**config.mk**
```make
export PLATFORM = sky130hd
export DESIGN_NAME = rr_mux_feeder_flat
export DESIGN_NICKNAME = d
export VERILOG_FILES = /design/src/rtl/rr_mux_feeder_if.sv /design/src/rtl/rr_mux_feeder.sv /design/src/flat_wrapper.sv
export SDC_FILE = /design/constraint.sdc
export NUM_CORES = 1
export LEC_CHECK = 0
export BUFFER_PORTS_ARGS = -buffer_cell sky130_fd_sc_hd__clkbuf_2
export CAP_MARGIN = 15
export CORE_MARGIN = 10
export CORE_UTILIZATION = 39
export CTS_BUF_LIST = sky130_fd_sc_hd__clkbuf_8
export DETAILED_ROUTE_END_ITERATION = 10
export GPL_ROUTABILITY_DRIVEN = 0
export PLACE_DENSITY_LB_ADDON = 0.25
export SLEW_MARGIN = 0
export SYNTH_ARGS = -nofsm -noshare
export SYNTH_HDL_FRONTEND = slang
export SYNTH_SLANG_ARGS = --single-unit
```
**constraint.sdc**
```tcl
create_clock -name clk -period 1.63 [get_ports clk]
set_input_delay 0.163 -clock clk [delete_from_list [all_inputs] [get_ports clk]]
set_output_delay 0.163 -clock clk [all_outputs]
set_load 0.01 [all_outputs]
```
**src/rtl/rr_mux_feeder_if.sv**
```systemverilog
// Handshake bundle between the four producers, the round-robin feeder and
// the downstream 4:1 mux stage.
interface rr_mux_feeder_if #(
    parameter int WIDTH = 4
);
    logic [WIDTH-1:0] a;
    logic [WIDTH-1:0] b;
    logic [WIDTH-1:0] c;
    logic [WIDTH-1:0] d;
    logic [3:0]       in_valid;
    logic [3:0]       in_ready;
    logic [WIDTH-1:0] out;
    logic [1:0]       sel;
    logic             out_valid;
    logic             out_ready;

    modport slave (
        input  a, b, c, d, in_valid, out_ready,
        output in_ready, out, sel, out_valid
    );

    modport master (
        output a, b, c, d, in_valid, out_ready,
        input  in_ready, out, sel, out_valid
    );
endinterface

```
**src/rtl/rr_mux_feeder.sv**
```systemverilog
// Four-channel round-robin feeder: grants one producer per transfer and
// registers its word plus the 2-bit channel index for the downstream mux.
module rr_mux_feeder #(
    parameter int WIDTH = 4
) (
    input  logic           clk,
    input  logic           rst,
    rr_mux_feeder_if.slave bus
);
    logic [1:0]       r_last;
    logic [WIDTH-1:0] r_out;
    logic [1:0]       r_sel;
    logic             r_out_valid;

    logic             w_load;
    logic             w_found;
    logic [1:0]       w_grant;
    logic [WIDTH-1:0] w_payload;
    logic [3:0]       w_ready;

    // Returns {found, index} of the first valid channel after 'last', wrapping.
    function automatic logic [2:0] rr_pick(input logic [3:0] valid, input logic [1:0] last);
        logic [2:0] res;
        logic [1:0] idx;
        res = 3'b000;
        for (int k = 1; k <= 4; k++) begin
            idx = last + k[1:0];
            if (!res[2] && valid[idx]) begin
                res = {1'b1, idx};
            end else begin
                res = res;
            end
        end
        return res;
    endfunction

    // Grant search, payload select and producer-side ready.
    always_comb begin
        w_load                 = !r_out_valid || bus.out_ready;
        {w_found, w_grant}     = rr_pick(bus.in_valid, r_last);
        case (w_grant)
            2'd0:    w_payload = bus.a;
            2'd1:    w_payload = bus.b;
            2'd2:    w_payload = bus.c;
            2'd3:    w_payload = bus.d;
            default: w_payload = {WIDTH{1'b0}};
        endcase
        if (w_load && w_found && !rst) begin
            w_ready = 4'b0001 << w_grant;
        end else begin
            w_ready = 4'b0000;
        end
    end

    // Output register and rotation pointer; only a transfer moves 'last'.
    always_ff @(posedge clk) begin
        if (rst) begin
            r_last      <= 2'd3;
            r_out       <= {WIDTH{1'b0}};
            r_sel       <= 2'd0;
            r_out_valid <= 1'b0;
        end else if (w_load) begin
            if (w_found) begin
                r_last      <= w_grant;
                r_out       <= w_payload;
                r_sel       <= w_grant;
                r_out_valid <= 1'b1;
            end else begin
                r_out_valid <= 1'b0;
            end
        end else begin
            r_out_valid <= r_out_valid;
        end
    end

    assign bus.in_ready  = w_ready;
    assign bus.out       = r_out;
    assign bus.sel       = r_sel;
    assign bus.out_valid = r_out_valid;
endmodule

```
**src/flat_wrapper.sv**
```systemverilog
// flat-port wrapper written by rule: the top's interface ports become plain ports
module rr_mux_feeder_flat 
#(
    parameter int WIDTH = 4
)
  (clk, rst, bus_a, bus_b, bus_c, bus_d, bus_in_valid, bus_out_ready, bus_in_ready, bus_out, bus_sel, bus_out_valid);
  rr_mux_feeder_if #(.WIDTH(WIDTH)) bus_i ();
  input  logic clk;
  input  logic rst;
  input wire logic [$bits(bus_i.a)-1:0] bus_a;
  input wire logic [$bits(bus_i.b)-1:0] bus_b;
  input wire logic [$bits(bus_i.c)-1:0] bus_c;
  input wire logic [$bits(bus_i.d)-1:0] bus_d;
  input wire logic [$bits(bus_i.in_valid)-1:0] bus_in_valid;
  input wire logic [$bits(bus_i.out_ready)-1:0] bus_out_ready;
  output wire logic [$bits(bus_i.in_ready)-1:0] bus_in_ready;
  output wire logic [$bits(bus_i.out)-1:0] bus_out;
  output wire logic [$bits(bus_i.sel)-1:0] bus_sel;
  output wire logic [$bits(bus_i.out_valid)-1:0] bus_out_valid;
  assign bus_i.a = bus_a;
  assign bus_i.b = bus_b;
  assign bus_i.c = bus_c;
  assign bus_i.d = bus_d;
  assign bus_i.in_valid = bus_in_valid;
  assign bus_i.out_ready = bus_out_ready;
  assign bus_in_ready = bus_i.in_ready;
  assign bus_out = bus_i.out;
  assign bus_sel = bus_i.sel;
  assign bus_out_valid = bus_i.out_valid;
  rr_mux_feeder #(.WIDTH(WIDTH)) u_core (.clk(clk), .rst(rst), .bus(bus_i));
endmodule
```
## After elaboration in Yosys (flattened, before gate mapping)

Index checks and enable logic that the tools add are counted.

| storage, ports and cells | value |
|---|---|
| flip-flop bits (word level) | 9 |
| bits of input ports | 23 |
| logic and storage cells | 43 |

| cells by class | value |
|---|---|
| $add $sub $neg | 3 |
| magnitude comparators | 4 |
| eq/ne operators | 3 |
| shift-type cells | 1 |
| multiplexer cells | 15 |
| reduce and logical (&&, ||, !) cells | 13 |

Operators by type and width:

| kind | count |
|---|---|
| case mux 4 bit (4 select lines) | 1 |
| < comparator 2 x 3 -> 1 bit, second input constant | 4 |
| two-way mux 3 bit | 4 |
| binary-select mux 1 bit (select 2 bit) | 4 |
| logical AND 1 bit | 5 |
| logical NOT 1 bit | 5 |
| two-way mux 1 bit | 5 |
| adder 2 bit, second input constant | 2 |
| == test 2 bit, second input constant | 2 |
| two-way mux 4 bit | 1 |
| << shifter 1 x 2 -> 4 bit, first input constant | 1 |
| adder 2 x 1 -> 2 bit, second input constant | 1 |
| == test 2 x 1 -> 1 bit, second input constant | 1 |
| logical NOT 2 bit | 1 |
| AND reduction 2 bit | 1 |
| logical OR 1 bit | 1 |

## Longest topological paths before layout

| depth | value |
|---|---|
| word-level depth | 16 |
| mapped depth | 7 |
| mapped depth without buffers | 5 |

## Least setup slack after synthesis

Ideal clock, no wire load.

| path | value |
|---|---|
| path type | register to register |
| from | register u_core.r_last[1] |
| to | register u_core.r_out[2], in the netlist u_core.bus.out[2] |
| data arrival time | 1.537 ns |
| data required time | 1.508 ns |
| path slack | -0.029 ns |
| stages on the path, launching flop included | 8 |
| clock period less this slack | 1.659 ns |
| path through | dfxtp_1 -> buf_4 -> nand2_1 -> a31oi_1 -> o211ai_2 -> buf_6 -> mux2_1 -> a221o_1 |

| on the way | value |
|---|---|
| longest elaborated chain between the ends | 15 |
| elaborated cells on any way between the ends | 27 |

Ends and longest elaborated chain:

| item | line | text |
|---|---|---|
| from (decl) | rr_mux_feeder.sv:10 | `logic [1:0] r_last;` |
| from (signal assigned) | rr_mux_feeder.sv:64 | `r_last <= w_grant;` |
| adder 2 x 1 -> 2 bit | rr_mux_feeder.sv:27 | `idx = last + k[1:0];` |
| binary-select mux 1 bit (select 2 bit) | rr_mux_feeder.sv:28 | `if (!res[2] && valid[idx]) begin` |
| two-way mux 1 bit (implied by the code) | rr_mux_feeder.sv:28 |  |
| two-way mux 3 bit | rr_mux_feeder.sv:28 |  |
| logical NOT 1 bit | rr_mux_feeder.sv:28 |  |
| logical AND 1 bit | rr_mux_feeder.sv:28 |  |
| two-way mux 3 bit | rr_mux_feeder.sv:28 |  |
| logical NOT 1 bit | rr_mux_feeder.sv:28 |  |
| logical AND 1 bit | rr_mux_feeder.sv:28 |  |
| two-way mux 3 bit | rr_mux_feeder.sv:28 |  |
| logical NOT 1 bit | rr_mux_feeder.sv:28 |  |
| logical AND 1 bit | rr_mux_feeder.sv:28 |  |
| two-way mux 3 bit (*) | rr_mux_feeder.sv:28 |  |
| == test 2 bit, or another cell as far along | rr_mux_feeder.sv:41 | `case (w_grant)` |
| case mux 4 bit (4 select lines) | rr_mux_feeder.sv:41 |  |
| to (signal assigned) | rr_mux_feeder.sv:59 | `r_out <= {WIDTH{1'b0}};` |
| to (signal assigned) | rr_mux_feeder.sv:65 | `r_out <= w_payload;` |
| to (decl) | rr_mux_feeder.sv:11 | `logic [WIDTH-1:0] r_out;` |

Mark *: on every way between the ends. The rest lies on a longest branch, timed or not. The select of a mux whose other input is x is not followed.
A chain may end at the register's enable or synchronous reset.

## Worst setup path in the final report

| path | value |
|---|---|
| from | register u_core.r_last[1] |
| to | output bus_in_ready[3] |

| on the way | value |
|---|---|
| longest elaborated chain between the ends | 16 |
| elaborated cells on any way between the ends | 25 |

Ends and longest elaborated chain:

| item | line | text |
|---|---|---|
| adder 2 x 1 -> 2 bit | rr_mux_feeder.sv:27 |  |
| binary-select mux 1 bit (select 2 bit) | rr_mux_feeder.sv:28 |  |
| two-way mux 1 bit (implied by the code) | rr_mux_feeder.sv:28 |  |
| two-way mux 3 bit | rr_mux_feeder.sv:28 |  |
| logical NOT 1 bit | rr_mux_feeder.sv:28 |  |
| logical AND 1 bit | rr_mux_feeder.sv:28 |  |
| two-way mux 3 bit | rr_mux_feeder.sv:28 |  |
| logical NOT 1 bit | rr_mux_feeder.sv:28 |  |
| logical AND 1 bit | rr_mux_feeder.sv:28 |  |
| two-way mux 3 bit | rr_mux_feeder.sv:28 |  |
| logical NOT 1 bit | rr_mux_feeder.sv:28 |  |
| logical AND 1 bit | rr_mux_feeder.sv:28 |  |
| two-way mux 3 bit (*) | rr_mux_feeder.sv:28 |  |
| logical AND 1 bit (2 in a row) | rr_mux_feeder.sv:48 | `if (w_load && w_found && !rst) begin` |
| two-way mux 4 bit (*) | rr_mux_feeder.sv:48 |  |
| to (decl) | flat_wrapper.sv:16 | `output wire logic [$bits(bus_i.in_ready)-1:0] bus_in_ready;` |

Marked as above.

==> impl_metrics.toml <==
[yosys]
synth-seq-cells = 9
yosys.area.top_type = "dfxtp_1"
synth_edf_count = 0
seq_area_frac_synth_pct = 31.4
netlist_instances = 64
syn_area_per_cell_um2 = 8.95
synth_top_area_share_pct = 31.4
synthArstFlopShare_pct = 0
yosys-top-cells-area = "dfxtp_1 31%, mux2_1 9.8%, a221o_1 7.0%"
ys_types = 27
yosysWarnings = 0
synth_area_um2 = 573
synth_top_flop_cell = "dfxtp_1"
syn_nets = 87

[die]
fp.dieH_um = 58.3
initial_core_util_pct = 42.4
core.rowCount = 13
io_pins = 34
die_x_um = 58.3
dieArea_um2 = 3400
core_um2 = 1350

[timing]
whs_ns = 0.269
slew_headroom_pct = 64.4
finClkSkew_ns = 0.00199
fmax_mhz = 577
worstMarginPinSlew_ns = 0.533
setup_slack_ns = -0.103
slew_viol_final = 0
post-route-period-util_pct = 106
rsz0062_at_grt = "true"
fin_crit_ns = 1.73
hold_viol_final = 0
setup_viol = 8

[cells_and_area]
final_common_cell = "clkbuf_2"
design_area_um2 = 1080
layout.cells.non_filler = 138
fill_cells = 82
ff_latch_area_um2 = 183
synthToLayoutAreaGrowth_pct = 89.3
drive_above_1_share_pct = 65.0
n_antenna_cell = 0
final_cell_mix = "29 x clkbuf_2, 18 x buf_4, 7 x buf_6, 7 x dfxtp_1"
final_nets = 147
multiInputGateArea_um2 = 460

[routing]
firstDrtPassIters = 4
wl_per_cell_um = 17.5
drt-total-wl_um = 2410
drc = 0
antenna_left = 0
drt_iter0_markers = 8
via_count = 752
viasPerCell = 5.45

[global_route]
grt_pass1_wl_um = 3730
grt_pass1_vias = 783
grtUsageMet3_pct = 3.00
grt_use_total_pct = 13.9
grt_use_met2_pct = 22.5
busiest_layer = "met2"
use_met1_pct = 15.8
grt.overflow.total = 0
grt_start_max_net_pins = 13
grt_antenna_before_repair = 0

[setup_path]
cp-start-kind = "flop"
path_class = "flop to primary output"
arrival_ns = 1.57
cp-end-kind = "primary output"
crit_fanout = 5
required_ns = 1.47

[power_and_ir_drop]
sw_frac_of_total_pct = 31.0
p_leak_nw = 0.549
seqPwrFrac_pct = 29.0
pwr-share-clk_pct = 28.7
comb_power_share_pct = 42.3
p_total_mw = 0.913
peakVddDrop_mv = 0.603
powerDensity_nw_per_um2 = 842
power.net_switching_mw = 0.283
p_int_mw = 0.630

[clock_network]
cts_root_buf = "clkbuf_8"
clk_path_buf_depth = 2
clock-sinks = 9
htreeDepth = 1
cts_tree = "yes"
postCtsHoldBufs = 0
cts_made_buffers = 3
clk_latency_ns = 0.24
clkTransAtPathRegs_ns = 0.05

[place]
dp.cells = 125
numPortBuffers = 33
dp_worst_setup_slack_ns = -0.132
dpl.hpwl_um = 1480
dpl_cell_area_um2 = 860

[run]
max_cap_violations = 0

[min_path]
hold_class = "primary input to flop"

[status]
failed_checks = "setup timing"
status = "complete, but fails checks"
-- metal layers --
metal	wire, µm	vias up
li1	-	359
met1	999	347
met2	1180	39
met3	150	7
met4	78	0
met5	0	-
-- worst max-delay path, stage by stage, from the launching register on --
cell	delay, ns
dfxtp_2	0.35
buf_6	0.12
mux2i_2	0.23
o221ai_2	0.17
buf_4	0.18
and3b_1	0.15
buf_2	0.13
-- synthesized netlist by cell type (2+ instances only) --
cell,n
nand2b_1,2
dfxtp_1,9
nor2_1,7
nor3_1,2
mux2_1,5
mux2_2,3
a221o_1,4
nand2_1,7
nor3b_1,4
a21oi_1,3
a31oi_1,2
-- registers in the layout, summed over array words and instances (netlist names) --
signal and flops:
u_core.bus.sel 2, u_core.r_last 2, u_core.bus.out 4, u_core.bus.out_valid 1
-- metrics by stage --
step	util, %	setup TNS (ns)
after floorplan	-	-0.0249
after global placement	63.7	-0.254
after detailed placement	63.7	-0.449
after CTS	77.0	-0.194
after global routing	80.4	-1.24
final	80.4	-0.604
-- power by group through the flow --
stage          combinational, mW  clock, mW  sequential, mW
2_1_floorplan              0.143          0           0.275
3_3_place_gp               0.258          0           0.265
3_5_place_dp               0.264          0           0.266
4_1_cts                    0.346      0.261           0.264
5_1_grt                    0.413      0.278           0.268
6_report                   0.386      0.262           0.265
-- area by class of cell --
cell class	instances	area share [%]
Inverter	1	0.346
Clock inverter	1	0.346
Tap cell	15	1.73
Timing Repair Buffer	57	34.5
Clock buffer	3	3.81
Multi-Input combinational cell	52	42.4
Sequential cell	9	16.8
-- cells by family (layout without fill, tap and decap cells) --
logic type / count (synthesis) / count (layout) / share of synthesized area [%]
compound gates: 14 / 15 / 21.0
buf+inv: 4 / 62 / 4.58
flops: 9 / 9 / 31.4
mux: 9 / 9 / 17.5
simple gates: 28 / 28 / 25.6
-- worst paths after layout --
check | endpoint | from | slack, ns | cells past startpoint
worst max-delay path | bus_in_ready[3] | u_core.r_last[1] | -0.10 | 6
worst min-delay path | u_core.bus.out[2] | bus_c[2] | 0.27 | 3
worst max register to register | u_core.bus.out[2] | u_core.r_last[1] | -0.09 | 6
worst min register to register | u_core.bus.sel[1] | u_core.bus.sel[1] | 0.45 | 2
-- repair_timing --
action                                  in CTS  in global routing
setup buffers                                5                  3
endpoints found under the setup margin       8                  8
gates cloned                                 1                  0
pin swaps                                   11                  5
resized for setup                           19                  9
(Power assumes the default switching activity.)
